## src/rtl/gpu_pkg.sv

```systemverilog
// gpu_pkg: shared byte-enable constants, pixel request struct and write-path state encoding
package gpu_pkg;
   localparam logic [3:0] BE_LO  = 4'b0011;
   localparam logic [3:0] BE_HI  = 4'b1100;
   localparam logic [3:0] BE_ALL = 4'b1111;
   localparam int MAX_COORD_W = 16;
   typedef struct packed {
      logic [MAX_COORD_W-1:0] x;
      logic [MAX_COORD_W-1:0] y;
      logic [15:0]            color;
   } pixel_req_t;
   // encoding is {avm_write, hv} so the state can be read straight off the registers
   typedef enum logic [1:0] {
      EMPTY        = 2'b00,
      HELD         = 2'b01,
      WRITING      = 2'b10,
      WRITING_HELD = 2'b11
   } wr_state_t;
endpackage

```

## src/rtl/pixel_addr_calc.sv

```systemverilog
// pixel_addr_calc: frame-buffer word address and half-word select for a pixel
module pixel_addr_calc
   import gpu_pkg::*;
#(
   parameter int SCREEN_WIDTH = 640
) (
   input  logic [MAX_COORD_W-1:0] x,
   input  logic [MAX_COORD_W-1:0] y,
   input  logic [31:0]            base_addr,
   output logic [31:0]            word,
   output logic                   half
);
   logic [31:0] idx;
   assign idx  = 32'(y) * 32'(SCREEN_WIDTH) + 32'(x);
   assign word = (base_addr + (idx << 1)) & ~32'd3;
   assign half = idx[0];
endmodule

```

## src/rtl/pixel_write_ctrl.sv

```systemverilog
// pixel_write_ctrl: merges adjacent pixel writes into 32-bit words and drives an Avalon-MM write master
module pixel_write_ctrl
   import gpu_pkg::*;
#(
   parameter int SCREEN_WIDTH  = 640,
   parameter int SCREEN_HEIGHT = 480,
   parameter int COORD_W       = 10,
   parameter int HOLD_CYCLES   = 4
) (
   input  logic               clk,
   input  logic               reset,
   input  logic [31:0]        base_addr,
   input  logic               px_valid,
   output logic               px_ready,
   input  logic [COORD_W-1:0] px_x,
   input  logic [COORD_W-1:0] px_y,
   input  logic [15:0]        px_color,
   input  logic               flush,
   output logic               busy,
   output logic [15:0]        clip_count,
   output logic [31:0]        avm_address,
   output logic               avm_write,
   output logic [31:0]        avm_writedata,
   output logic [3:0]         avm_byteenable,
   input  logic               avm_waitrequest
);
   localparam int TW = $clog2(HOLD_CYCLES + 1);
   localparam logic [TW-1:0] T_LAST = TW'(HOLD_CYCLES - 1);
   pixel_req_t req;
   wr_state_t state;
   logic hv, h_half, half;
   logic [31:0] h_word, word, out_data;
   logic [15:0] h_color;
   logic [TW-1:0] timer;
   logic accept, in_range, take, same, merge, spill, expire, load_out;
   assign req = '{x: MAX_COORD_W'(px_x), y: MAX_COORD_W'(px_y), color: px_color};
   assign state = wr_state_t'({avm_write, hv});
   assign px_ready = !flush && state != WRITING_HELD;
   assign busy = state != EMPTY;
   pixel_addr_calc #(.SCREEN_WIDTH(SCREEN_WIDTH)) u_addr (
      .x(req.x), .y(req.y), .base_addr(base_addr), .word(word), .half(half)
   );
   always_comb begin
      accept   = px_valid && px_ready;
      in_range = req.x < MAX_COORD_W'(SCREEN_WIDTH) && req.y < MAX_COORD_W'(SCREEN_HEIGHT);
      take     = accept && in_range;
      same     = hv && word == h_word;
      merge    = take && same && half != h_half;
      spill    = take && hv && !same;
      expire   = hv && !accept && (timer >= T_LAST || flush) && !avm_write;
      load_out = merge || spill || expire;
      out_data = merge ? (h_half ? {h_color, req.color} : {req.color, h_color}) : {h_color, h_color};
   end
   always_ff @(posedge clk) begin
      if (reset) begin
         avm_write      <= 1'b0;
         avm_address    <= '0;
         avm_writedata  <= '0;
         avm_byteenable <= '0;
         hv             <= 1'b0;
         h_word         <= '0;
         h_half         <= 1'b0;
         h_color        <= '0;
         timer          <= '0;
         clip_count     <= '0;
      end else begin
         if (load_out) begin
            avm_write      <= 1'b1;
            avm_address    <= h_word;
            avm_writedata  <= out_data;
            avm_byteenable <= merge ? BE_ALL : (h_half ? BE_HI : BE_LO);
         end else if (avm_write && !avm_waitrequest) begin
            avm_write <= 1'b0;
         end
         // a merge consumes the held pixel; any other in-range accept (re)fills the hold
         hv <= take ? !merge : (expire ? 1'b0 : hv);
         if (take && !merge) begin
            h_word  <= word;
            h_half  <= half;
            h_color <= req.color;
            timer   <= '0;
         end else if (hv && !accept) begin
            timer <= timer >= T_LAST ? timer : timer + 1'b1;
         end
         if (accept && !in_range && clip_count != 16'hFFFF)
            clip_count <= clip_count + 1'b1;
      end
   end
endmodule

```

## config.mk

```make
export PLATFORM = sky130hd
export DESIGN_NAME = pixel_write_ctrl
export DESIGN_NICKNAME = d
export VERILOG_FILES = /design/src/rtl/gpu_pkg.sv /design/src/rtl/pixel_addr_calc.sv /design/src/rtl/pixel_write_ctrl.sv
export SDC_FILE = /design/constraint.sdc
export NUM_CORES = 1
export LEC_CHECK = 0
export CORE_ASPECT_RATIO = 1.1
export CORE_MARGIN = 3
export CORE_UTILIZATION = 40
export DETAILED_ROUTE_END_ITERATION = 16
export DONT_BUFFER_PORTS = 1
export PLACE_DENSITY = 0.66
export SYNTH_ARGS = -nofsm -noshare
export SYNTH_HDL_FRONTEND = slang
export SYNTH_SLANG_ARGS = --single-unit
export TNS_END_PERCENT = 50
```

## constraint.sdc

```tcl
create_clock -name clk -period 23.4 [get_ports clk]
set_input_delay 7.02 -clock clk [delete_from_list [all_inputs] [get_ports clk]]
set_output_delay 7.02 -clock clk [all_outputs]
set_load 0.02 [all_outputs]
```

# Word level (Yosys, flattened, before mapping)
# Index checks and enable logic that the tools add are counted.
# W data, S select, Z words.
[totals]
ff_bits = 134
wordCells = 62
out_inout_bits = 87
in_bits = 73
[op_classes]
add_sub_neg = 4
n_reduce_logical = 31
bitwise = 1
magnitude_cmp = 3
multipliers = 1
muxes = 8
n_eq_ne = 4
[op_table]
columns = ["cell", "n"]
rows = [
  ["$mux W32", 2],
  ["$add A32 B32 Y32", 1],
  ["$eq A30 B30 Y1", 1],
  ["$add A26 B10 Y27", 1],
  ["$add A16 B1 Y16 const B", 1],
  ["$logic_and A1 B1 Y1", 16],
  ["$ne A16 B16 Y1 const B", 1],
  ["$mul A10 B3 Y13 const B", 1],
  ["$lt A10 B10 Y1 const B", 1],
  ["$lt A10 B9 Y1 const B", 1],
  ["$mux W4", 2],
  ["$logic_not A1 Y1", 7],
  ["$reduce_bool A2 Y1", 3],
  ["$mux W1", 4],
  ["$add A3 B1 Y3 const B", 1],
  ["$ge A3 B2 Y1 const B", 1],
  ["$logic_or A1 B1 Y1", 3],
  ["$ne A2 B2 Y1 const B", 1],
  ["$reduce_and A2 Y1", 1],
  ["$reduce_or A2 Y1", 1],
  ["$ne A1 B1 Y1", 1],
  ["$not A1 Y1", 1],
]

# Depth between registers and ports, before layout
# Gate-level depths: netlist (run 1).
[logic_depth]
ltp_word = 10
depth_mapped = 29
mapped_depth_nobuf = 25

# By module
# From an unflattened synthesis (run 1), not the netlist that was laid out.
[unflattened]
hier_cells = 1056
area_unflattened_um2 = 9147.5
[modules_own_cells]
columns = ["module", "cells_each", "area_per_inst_um2", "seq_area_each_um2", "instances"]
rows = [
  ["pixel_write_ctrl", 688, 6264.8, 2722.6, 1],
  ["pixel_addr_calc", 368, 2882.8, 0.0, 1],
]

# Worst setup path before layout (run 1)
# Ideal clock, no wire load.
[synth_timing]
kind = "input port to output port"
start = "input port flush"
end = "output port px_ready"
n_path_buf = 0
arrival_ns = 7.428
required_ns = 16.380
setup_slack_ns = 8.952
cell_stages = 1
cell_sequence = "a21oi_1"
[synth_between]
elab_chain_cells = 2
[synth_lines]
columns = ["element", "line_no", "text"]
rows = [
  ["start: declaration", "pixel_write_ctrl.sv:18", "input logic flush,"],
  ["$logic_not A1 Y1", "pixel_write_ctrl.sv:38", "assign px_ready = !flush && state != WRITING_HELD;"],
  ["$logic_and A1 B1 Y1", "pixel_write_ctrl.sv:38", ""],
  ["end: declaration", "pixel_write_ctrl.sv:14", "output logic px_ready,"],
]
# Every way passes these cells.

# Final worst setup path (run 1)
# Ends and elaborated chain as after synthesis.

==> results.py, run 1 <==
metrics = {
    "clock_tree": {
        "cts_buffers": 17,
        "insertion_delay_ns": 0.43,
        "cts_root_buffer": "clkbuf_16",
        "clockBufferDepth": 2,
        "cts_tree": "built",
        "path_clk_slew_ns": 0.06,
        "clock_sink_count": 132,
        "cts_setup_buffers": 0,
        "ctsHoldBuffers": 0,
        "htree_num_levels": 4,
        "cts_resized": 0,
    },
    "worst_setup_path": {
        "path_depth": 1,
        "critical_path_buf_inv_count": 0,
        "crit_path_start_kind": "input port",
        "crit_fanout": 3,
        "cp.required_ns": 16.38,
        "cp-end-kind": "output port",
        "path_cells": "a21oi_1",
        "cp_slowest_stage_delay_ns": 0.48,
        "critPathKind": "in2out",
        "crit_family": "compound AO/OA/AOI/OAI gates",
        "rrSetupSlack_ns": 18.53,
        "cp_data_arrival_time_ns": 7.50,
        "cpMaxStageDelayCell": "a21oi_1",
        "reg2reg_depth": 10,
    },
    "place": {
        "dpl.hpwl_mm": 20.0,
        "dpl_cell_area_um2": 9330,
        "gp_congestion": 0.932,
        "port_buffers": 0,
    },
    "floorplan": {
        "start_util_pct": 40.8,
        "chipWidth_um": 152,
        "coreArea_um2": 22900,
        "floorplan.rows": 58,
        "die_area_um2": 25300,
        "io_pins": 160,
        "die_h_um": 166,
    },
    "final_layout": {
        "area_growth_pct": 5.75,
        "fin_nets": 1181,
        "drive_above_1_share_pct": 6.88,
        "diodes": 0,
        "stdcell_area_um2": 9900,
    },
    "synth": {
        "syn_area_um2": 9360,
        "synth_cells": 1131,
        "ys_ff_latch": 132,
        "yosysSeqAreaShare_pct": 28.2,
        "yosys_warnings": 0,
        "synth_edf_count": 0,
        "avgSynthCellArea_um2": 8.27,
        "synth-main-ff-cell": "dfxtp_1",
        "ys_async_sr_fraction_pct": 0,
        "ys_types": 85,
    },
    "pwr": {
        "vdd_drop_max_mv": 0.0552,
        "p_int_mw": 0.467,
        "total_power_mw": 0.723,
        "seqPwrFrac_pct": 33.2,
        "p_switching_mw": 0.255,
        "switching_share_pct": 35.3,
        "p_per_area_nw_per_um2": 73.0,
        "leakage_nw": 3.54,
        "power_frac_comb_pct": 30.7,
        "p_clk_share_pct": 36.2,
    },
    "grt": {
        "antenna_found_initial": 0,
        "grt_start_max_net_pins": 100,
        "grt_pass1_vias": 8194,
        "grt-ovfl-total": 0,
        "grt_usage_pct": 21.6,
        "grt_pass1_wl_mm": 45.5,
    },
    "timing": {
        "finalSetupViolCount": 0,
        "slew_violations": 0,
        "finalCritPeriodShare_pct": 62.1,
        "fmax_mhz": 68.9,
        "slew_headroom_pct": 19.0,
        "hold_viol_final": 0,
        "finalCriticalPeriod_ns": 14.52,
        "rsz0062_at_grt": "false",
        "finClkSkew_ns": 0.0204,
        "hold_ws_ns": 0.488,
        "worst_slew_pin_slew_ns": 1.21,
        "finalSetupTns_ns": 0,
    },
    "detailed_routing": {
        "drc": 0,
        "drt-wirelength-per-cell_um": 20.6,
        "drt-total-wl_mm": 28.4,
        "avgViaCountPerCell": 6.24,
        "drtPass1Iterations": 5,
        "ant_nets": 0,
        "first_iter_violations": 660,
        "via_count": 8586,
    },
    "hold_path": {
        "hp-class": "reg2reg",
        "holdPathStages": 2,
    },
    "status": {
        "status": "completed",
    },
    "job": {
        "cap_viol_max_count": 0,
    },
}
cells in the mapped netlist, drive strengths merged, types with 4 or more instances:
cell type	number	share of area [%]
buf	49	3.3
a21o	5	0.40
nor2b	8	0.53
nor4	13	1.3
xor2	33	3.1
mux2i	37	4.0
or4	7	0.64
nand4	53	3.8
or2	4	0.27
nand2	56	2.2
nand2b	7	0.47
a21oi	162	8.8
o31a	4	0.37
nand3	49	2.7
nor3	29	1.9
nor2	58	2.3
clkbuf	48	1.9
inv	21	0.84
o21a	11	0.88
or3	9	0.66
dfxtp	132	28
o41ai	34	3.2
xnor2	42	3.9
xnor3	6	1.4
o21ai	66	3.5
o211ai	6	0.48
nor3b	4	0.32
o21bai	6	0.48
and3	12	0.80
o2111ai	9	0.84
o31ai	32	2.6
ha	43	5.7
and4	4	0.40
a211oi	19	1.6
registers in the layout (all words and copies together), names as in the netlist:
register	count
timer	3
clip_count	16
avm_writedata	32
hv	1
avm_address	30
h_half	1
avm_byteenable	2
h_word	30
h_color	16
avm_write	1
per-stage QoR:
step           setup slack [ns]  utilization, %  cells
3_3_place_gp               8.88            40.7   1343
3_5_place_dp               8.87            40.7   1343
4_1_cts                    8.87            43.2   1375
2_1_floorplan              8.95               -   1133
5_1_grt                    8.85            43.2   1375
6_report                   8.88            43.2   1375
power groups by stage:
stage	clock network [mW]	registers (mW)	logic, mW
after floorplan	0	0.242	0.178
after global placement	0	0.244	0.216
after detailed placement	0	0.245	0.217
after CTS	0.264	0.240	0.219
after global routing	0.274	0.240	0.242
final	0.261	0.240	0.222
kinds of logic after synthesis:
kind of cell	count (synthesis)	synth area share, %
AO/OA/AOI/OAI	384	26.4
buffers and inverters	120	6.15
adder cells (fa/ha/maj)	46	6.39
multiplexers	38	4.08
AND/OR/NAND/NOR	326	19.5
flip-flops	132	28.2
other	1	0.0401
XOR/XNOR	84	9.22
routing by layer:
metal	track usage [%]	wire [um]	vias to the layer above
met2	34.3	13100	293
met3	6.21	2100	52
li1	-	-	4135
met1	28.7	12600	4106
met5	0	0	-
met4	6.65	601	0
worst paths after layout:
path,from,endpoint
worst max-delay path,flush,px_ready
worst min-delay path,h_color[4],h_color[4]
worst max register to register,h_word[27],avm_writedata[1]
worst min register to register,h_color[4],h_color[4]
cell usage in the layout (no fill, tap or decap), drive strengths merged, types with 5 or more instances in the layout:
| cell type | instances |
|---|---|
| a21oi | 162 |
| dfxtp | 132 |
| o21ai | 66 |
| nor2 | 58 |
| nand2 | 56 |
| nand4 | 53 |
| nand3 | 49 |
| ha | 43 |
| xnor2 | 42 |
| mux2i | 37 |
| o41ai | 34 |
| xor2 | 33 |
| o31ai | 32 |
| nor3 | 29 |
| inv | 27 |
| a211oi | 19 |
| clkbuf | 18 |
| nor4 | 13 |
| and3 | 12 |
| o21a | 11 |
| o2111ai | 9 |
| or3 | 9 |
| nor2b | 8 |
| nand2b | 7 |
| buf | 7 |
| or4 | 7 |
| clkinv | 7 |
| o21bai | 6 |
| o211ai | 6 |
| xnor3 | 6 |
| a21o | 5 |
final cells by class:
type,instances,area (um2)
Clock buffer,18,429
Inverter,23,86.3
Timing Repair Buffer,7,52.6
Clock inverter,14,143
Fill cell,2311,13000
Multi-Input combinational cell,881,6170
Tap cell,300,375
Sequential cell,132,2640
(Power assumes the default switching activity.)
==> run 2, diff against run 1 <==
--- a/config.mk
+++ b/config.mk
@@ -10,7 +10,7 @@
 export CORE_UTILIZATION = 40
 export DETAILED_ROUTE_END_ITERATION = 16
 export DONT_BUFFER_PORTS = 1
-export PLACE_DENSITY = 0.66
+export PLACE_DENSITY = 0.68
 export SYNTH_ARGS = -nofsm -noshare
 export SYNTH_HDL_FRONTEND = slang
 export SYNTH_SLANG_ARGS = --single-unit
==> constraint.sdc (replaced) <==
create_clock -name clk -period 12.1 [get_ports clk]
set_input_delay 3.63 -clock clk [delete_from_list [all_inputs] [get_ports clk]]
set_output_delay 3.63 -clock clk [all_outputs]
set_load 0.02 [all_outputs]
==> results.py, run 2 (same netlist as run 1, synthesis figures left out) <==
metrics = {
    "final_layout": {
        "mostFrequentLayoutCells": "a21oi_1 (158), dfxtp_1 (132), o21ai_0 (60)",
        "top_register": "avm_writedata",
        "stdcell_area_um2": 9990,
        "fin_nets": 1184,
        "final_cell_count_no_fill": 1378,
        "diodes": 0,
        "area_growth_pct": 6.72,
        "register_area_um2": 2640,
        "top_regs": "avm_writedata (32), avm_address (30), h_word (30)",
        "largest_reg_flops": 32,
        "layout_commonest_cell": "a21oi_1",
        "n_fill_cell": 2276,
        "drive_above_1_share_pct": 7.14,
        "multi_input_area_um2": 6170,
    },
    "floorplan": {
        "die_h_um": 166,
        "coreArea_um2": 22900,
        "io_pins": 160,
        "chipWidth_um": 152,
        "start_util_pct": 40.8,
        "floorplan.rows": 58,
        "die_area_um2": 25300,
    },
    "clock_tree": {
        "cts_resized": 0,
        "cts_setup_buffers": 0,
        "ctsHoldBuffers": 0,
        "insertion_delay_ns": 0.41,
        "path_clk_slew_ns": 0.06,
        "htree_num_levels": 4,
        "cts_buffers": 17,
        "cts_root_buffer": "clkbuf_16",
        "cts_tree": "built",
        "clock_sink_count": 132,
        "clockBufferDepth": 2,
    },
    "grt": {
        "grt_usage_pct": 21.2,
        "grt-ovfl-total": 0,
        "grt_pass1_vias": 7805,
        "grt_pass1_wl_mm": 44.5,
        "grt_start_max_net_pins": 100,
        "antenna_found_initial": 0,
    },
    "timing": {
        "fmax_mhz": 101,
        "finalCriticalPeriod_ns": 9.93,
        "slew_headroom_pct": 22.6,
        "rsz0062_at_grt": "false",
        "slew_violations": 0,
        "worst_slew_pin_slew_ns": 1.15,
        "finalSetupViolCount": 0,
        "finalCritPeriodShare_pct": 82.1,
        "fin_ws_ns": 2.17,
        "hold_viol_final": 0,
        "finalSetupTns_ns": 0,
        "finClkSkew_ns": 0.0167,
    },
    "status": {
        "status": "completed",
    },
    "worst_setup_path": {
        "cp.required_ns": 12.42,
        "cp_data_arrival_time_ns": 10.25,
        "crit_fanout": 34,
        "cp-end-kind": "flip-flop",
        "crit_path_start_kind": "input port",
        "critPathKind": "in2reg",
    },
    "detailed_routing": {
        "ant_nets": 0,
        "drc": 0,
        "drtPass1Iterations": 5,
        "drt-wirelength-per-cell_um": 20.4,
        "via_count": 8510,
        "avgViaCountPerCell": 6.18,
        "first_iter_violations": 657,
        "drt-total-wl_mm": 28.1,
    },
    "hold_path": {
        "hp-class": "reg2reg",
    },
    "place": {
        "dpl_cell_area_um2": 9360,
        "gp_congestion": 0.935,
        "pre_cts_slack_ns": 1.79,
        "port_buffers": 0,
        "dpl.hpwl_mm": 20.1,
        "dp_cells": 1346,
    },
    "pwr": {
        "leakage_nw": 3.58,
        "p_per_area_nw_per_um2": 145,
        "vdd_drop_max_mv": 0.0851,
        "total_power_mw": 1.45,
    },
    "job": {
        "cap_viol_max_count": 0,
    },
}
## run 2: cell count changes in the layout (fill, tap and decap cells not counted)
cell | before | now
buf_4 | 7 | 9
clkinv_2 | 1 | 2
buf_12 | 0 | 1
inv_6 | 4 | 5
inv_8 | 2 | 0
bufinv_16 | 1 | 4
clkinvlp_4 | 2 | 1
clkinv_4 | 4 | 2
## run 2: path summary, 6_finish.rpt
| path | startpoint | end | slack [ns] | cells after the start |
|---|---|---|---|---|
| worst min register to register | h_word[14] | avm_address[14] | 0.49 | 2 |
| worst max-delay path | px_y[2] | avm_writedata[2] | 2.17 | 24 |
| worst min-delay path | h_word[14] | avm_address[14] | 0.49 | 2 |
| worst max register to register | h_word[27] | avm_writedata[2] | 7.61 | 11 |
## run 2: metal layers
metal | global-route usage, % | wire length, um | vias to the layer above
met3 | 5.25 | 2050 | 29
met2 | 34.0 | 13300 | 309
met5 | 0 | 0 | -
li1 | - | - | 4135
met1 | 28.8 | 12400 | 4037
met4 | 5.04 | 436 | 0
## run 2: stage by stage
step | util [%] | hold WS (ns)
4_1_cts | 43.6 | 0.480
5_1_grt | 43.6 | 0.495
3_3_place_gp | 40.8 | 0.466
2_1_floorplan | - | 0.448
6_report | 43.6 | 0.486
3_5_place_dp | 40.8 | 0.472
## run 2: critical path, stage by stage
cell	delay, ns
ha_1	0.29
ha_1	0.30
a21o_1	0.16
a21oi_1	0.22
o21bai_1	0.09
a21oi_1	0.22
o21bai_1	0.10
a21oi_1	0.23
xnor2_1	0.20
nand3_1	0.12
xor2_1	0.16
ha_1	0.52
nand4_1	0.32
nor4_1	0.34
a222oi_1	0.17
buf_4	0.22
a21o_1	0.17
a211oi_1	0.38
o2111ai_1	0.22
nor4_2	0.56
a31o_2	0.23
buf_4	0.35
nand3_2	0.67
a21oi_1	0.34
## run 2: power breakdown
| part | total (mW) | internal [mW] | switching, mW | leakage (nW) |
|---|---|---|---|---|
| sequential | 0.464 | 0.446 | 0.0180 | 1.07 |
| combinational | 0.432 | 0.171 | 0.261 | 2.21 |
| clock | 0.553 | 0.348 | 0.205 | 0.306 |
| total | 1.45 | 0.965 | 0.484 | 3.58 |
## run 2: final cells by class
type | instances | area share, %
Tap cell | 300 | 3.76
Multi-Input combinational cell | 881 | 61.8
Timing Repair Buffer | 10 | 0.877
Sequential cell | 132 | 26.5
Clock buffer | 18 | 4.30
Clock inverter | 14 | 1.99
Inverter | 23 | 0.864
==> run 3, diff against run 2 <==
--- a/config.mk
+++ b/config.mk
@@ -10,7 +10,7 @@
 export CORE_UTILIZATION = 40
 export DETAILED_ROUTE_END_ITERATION = 16
 export DONT_BUFFER_PORTS = 1
-export PLACE_DENSITY = 0.68
+export PLACE_DENSITY = 0.66
 export SYNTH_ARGS = -nofsm -noshare
 export SYNTH_HDL_FRONTEND = slang
 export SYNTH_SLANG_ARGS = --single-unit
==> constraint.sdc (replaced) <==
create_clock -name clk -period 9.65 [get_ports clk]
set_input_delay 2.895 -clock clk [delete_from_list [all_inputs] [get_ports clk]]
set_output_delay 2.895 -clock clk [all_outputs]
set_load 0.02 [all_outputs]
==> results.py, run 3 (same netlist as run 1, synthesis figures left out) <==
metrics = {
    "hold_path": {
        "hp-class": "reg2reg",
    },
    "final_layout": {
        "top_register": "avm_writedata",
        "mostFrequentLayoutCells": "a21oi_1 (158), dfxtp_1 (132), o21ai_0 (60)",
        "largest_reg_flops": 32,
        "fin_util_pct": 43.7,
        "fin_nets": 1193,
        "drive_above_1_share_pct": 8.00,
        "stdcell_area_um2": 10000,
        "final_cell_count_no_fill": 1387,
        "diodes": 0,
        "area_growth_pct": 7.06,
        "layout_commonest_cell": "a21oi_1",
        "top_regs": "avm_writedata (32), avm_address (30), h_word (30)",
    },
    "pwr": {
        "leakage_nw": 3.61,
        "p_per_area_nw_per_um2": 174,
        "vdd_drop_max_mv": 0.123,
        "total_power_mw": 1.75,
    },
    "timing": {
        "finalCriticalPeriod_ns": 8.87,
        "finalSetupViolCount": 0,
        "finalSetupTns_ns": 0,
        "hold_ws_ns": 0.477,
        "fmax_mhz": 113,
        "hold_viol_final": 0,
        "slew_headroom_pct": 29.6,
        "finClkSkew_ns": 0.0130,
        "rsz0062_at_grt": "false",
        "slew_violations": 0,
        "worst_slew_pin_slew_ns": 1.05,
        "fin_ws_ns": 0.779,
        "finalCritPeriodShare_pct": 91.9,
    },
    "place": {
        "dpl_cell_area_um2": 9450,
        "port_buffers": 0,
        "dp_cells": 1355,
        "dpl.hpwl_mm": 20.3,
        "pre_cts_slack_ns": 0.454,
        "gp_congestion": 0.929,
    },
    "clock_tree": {
        "cts_buffers": 17,
        "insertion_delay_ns": 0.42,
        "clockBufferDepth": 2,
        "cts_tree": "built",
        "cts_resized": 0,
        "clock_sink_count": 132,
        "cts_root_buffer": "clkbuf_16",
        "path_clk_slew_ns": 0.07,
        "cts_setup_buffers": 0,
        "htree_num_levels": 4,
        "ctsHoldBuffers": 0,
    },
    "floorplan": {
        "die_h_um": 166,
        "die_area_um2": 25300,
        "floorplan.rows": 58,
        "coreArea_um2": 22900,
        "start_util_pct": 40.8,
        "chipWidth_um": 152,
        "io_pins": 160,
    },
    "detailed_routing": {
        "ant_nets": 0,
        "first_iter_violations": 582,
        "drt-wirelength-per-cell_um": 20.4,
        "avgViaCountPerCell": 6.24,
        "met1_length_mm": 12.6,
        "routed-wl-met2_mm": 13.2,
        "drt-total-wl_mm": 28.3,
        "met3_length_mm": 2.08,
        "drtPass1Iterations": 5,
        "top_layer_used": "met4",
        "drc": 0,
        "via_count": 8660,
    },
    "worst_setup_path": {
        "critPathKind": "in2reg",
        "crit_fanout": 64,
        "crit_path_start_kind": "input port",
        "cp.required_ns": 9.94,
        "cp-end-kind": "flip-flop",
        "cp_data_arrival_time_ns": 9.16,
    },
    "grt": {
        "grt_pass1_wl_mm": 45.1,
        "grt_pass1_vias": 8144,
        "grt_usage_pct": 21.4,
        "grt_start_max_net_pins": 100,
        "grt-ovfl-total": 0,
        "antenna_found_initial": 0,
    },
    "status": {
        "status": "completed",
    },
    "job": {
        "cap_viol_max_count": 0,
    },
}
run 3: changes by cell type in the layout (fill, tap and decap cells not counted):
cell | previous run | this run
clkinv_8 | 0 | 1
buf_4 | 9 | 16
inv_8 | 0 | 4
buf_12 | 1 | 3
bufinv_16 | 4 | 0
clkinv_4 | 2 | 1
clkinv_2 | 2 | 1
clkbuf_1 | 1 | 0
clkinvlp_4 | 1 | 3
run 3: report_power, final:
| group | internal [mW] | switching (mW) |
|---|---|---|
| Clock | 0.341 | 0.278 |
| Combinational | 0.219 | 0.327 |
| Sequential | 0.559 | 0.0223 |
| Total | 1.12 | 0.627 |
run 3: layout make-up:
class	count	area, um2
sequential	132	2640
multi-input combinational	881	6170
clock buffer	17	425
tap	300	375
inverter	23	86.3
timing repair buffer	19	180
fill	2274	12900
clock inverter	15	141
run 3: worst paths after layout:
path,to,slack [ns],startpoint,cells past startpoint
worst max-delay path,avm_writedata[8],0.78,px_y[1],25
worst min-delay path,avm_address[18],0.48,h_word[18],2
worst max register to register,avm_writedata[8],5.58,h_word[27],11
worst min register to register,avm_address[18],0.48,h_word[18],2
run 3: worst max-delay path: stages:
cell,delay (ns)
ha_1,0.26
ha_1,0.16
inv_1,0.06
fa_1,0.41
inv_1,0.07
a21oi_1,0.06
o21bai_1,0.20
a21oi_1,0.10
nor2_1,0.12
nor2_1,0.06
xnor2_1,0.25
nand3_1,0.16
xnor2_1,0.24
ha_1,0.37
nand4_1,0.28
nor2_1,0.10
a222oi_1,0.90
nand3_1,0.16
a211oi_1,0.47
o2111ai_1,0.23
nor4_2,0.55
a31oi_4,0.12
buf_4,0.35
o41ai_1,0.46
a21oi_1,0.09
run 3: routing by layer:
metal  global-route usage, %  up-vias
li1                        -     4162
met1                    28.8     4160
met2                    34.7      308
met3                    5.33       30
met4                    5.39        0
met5                       0        -
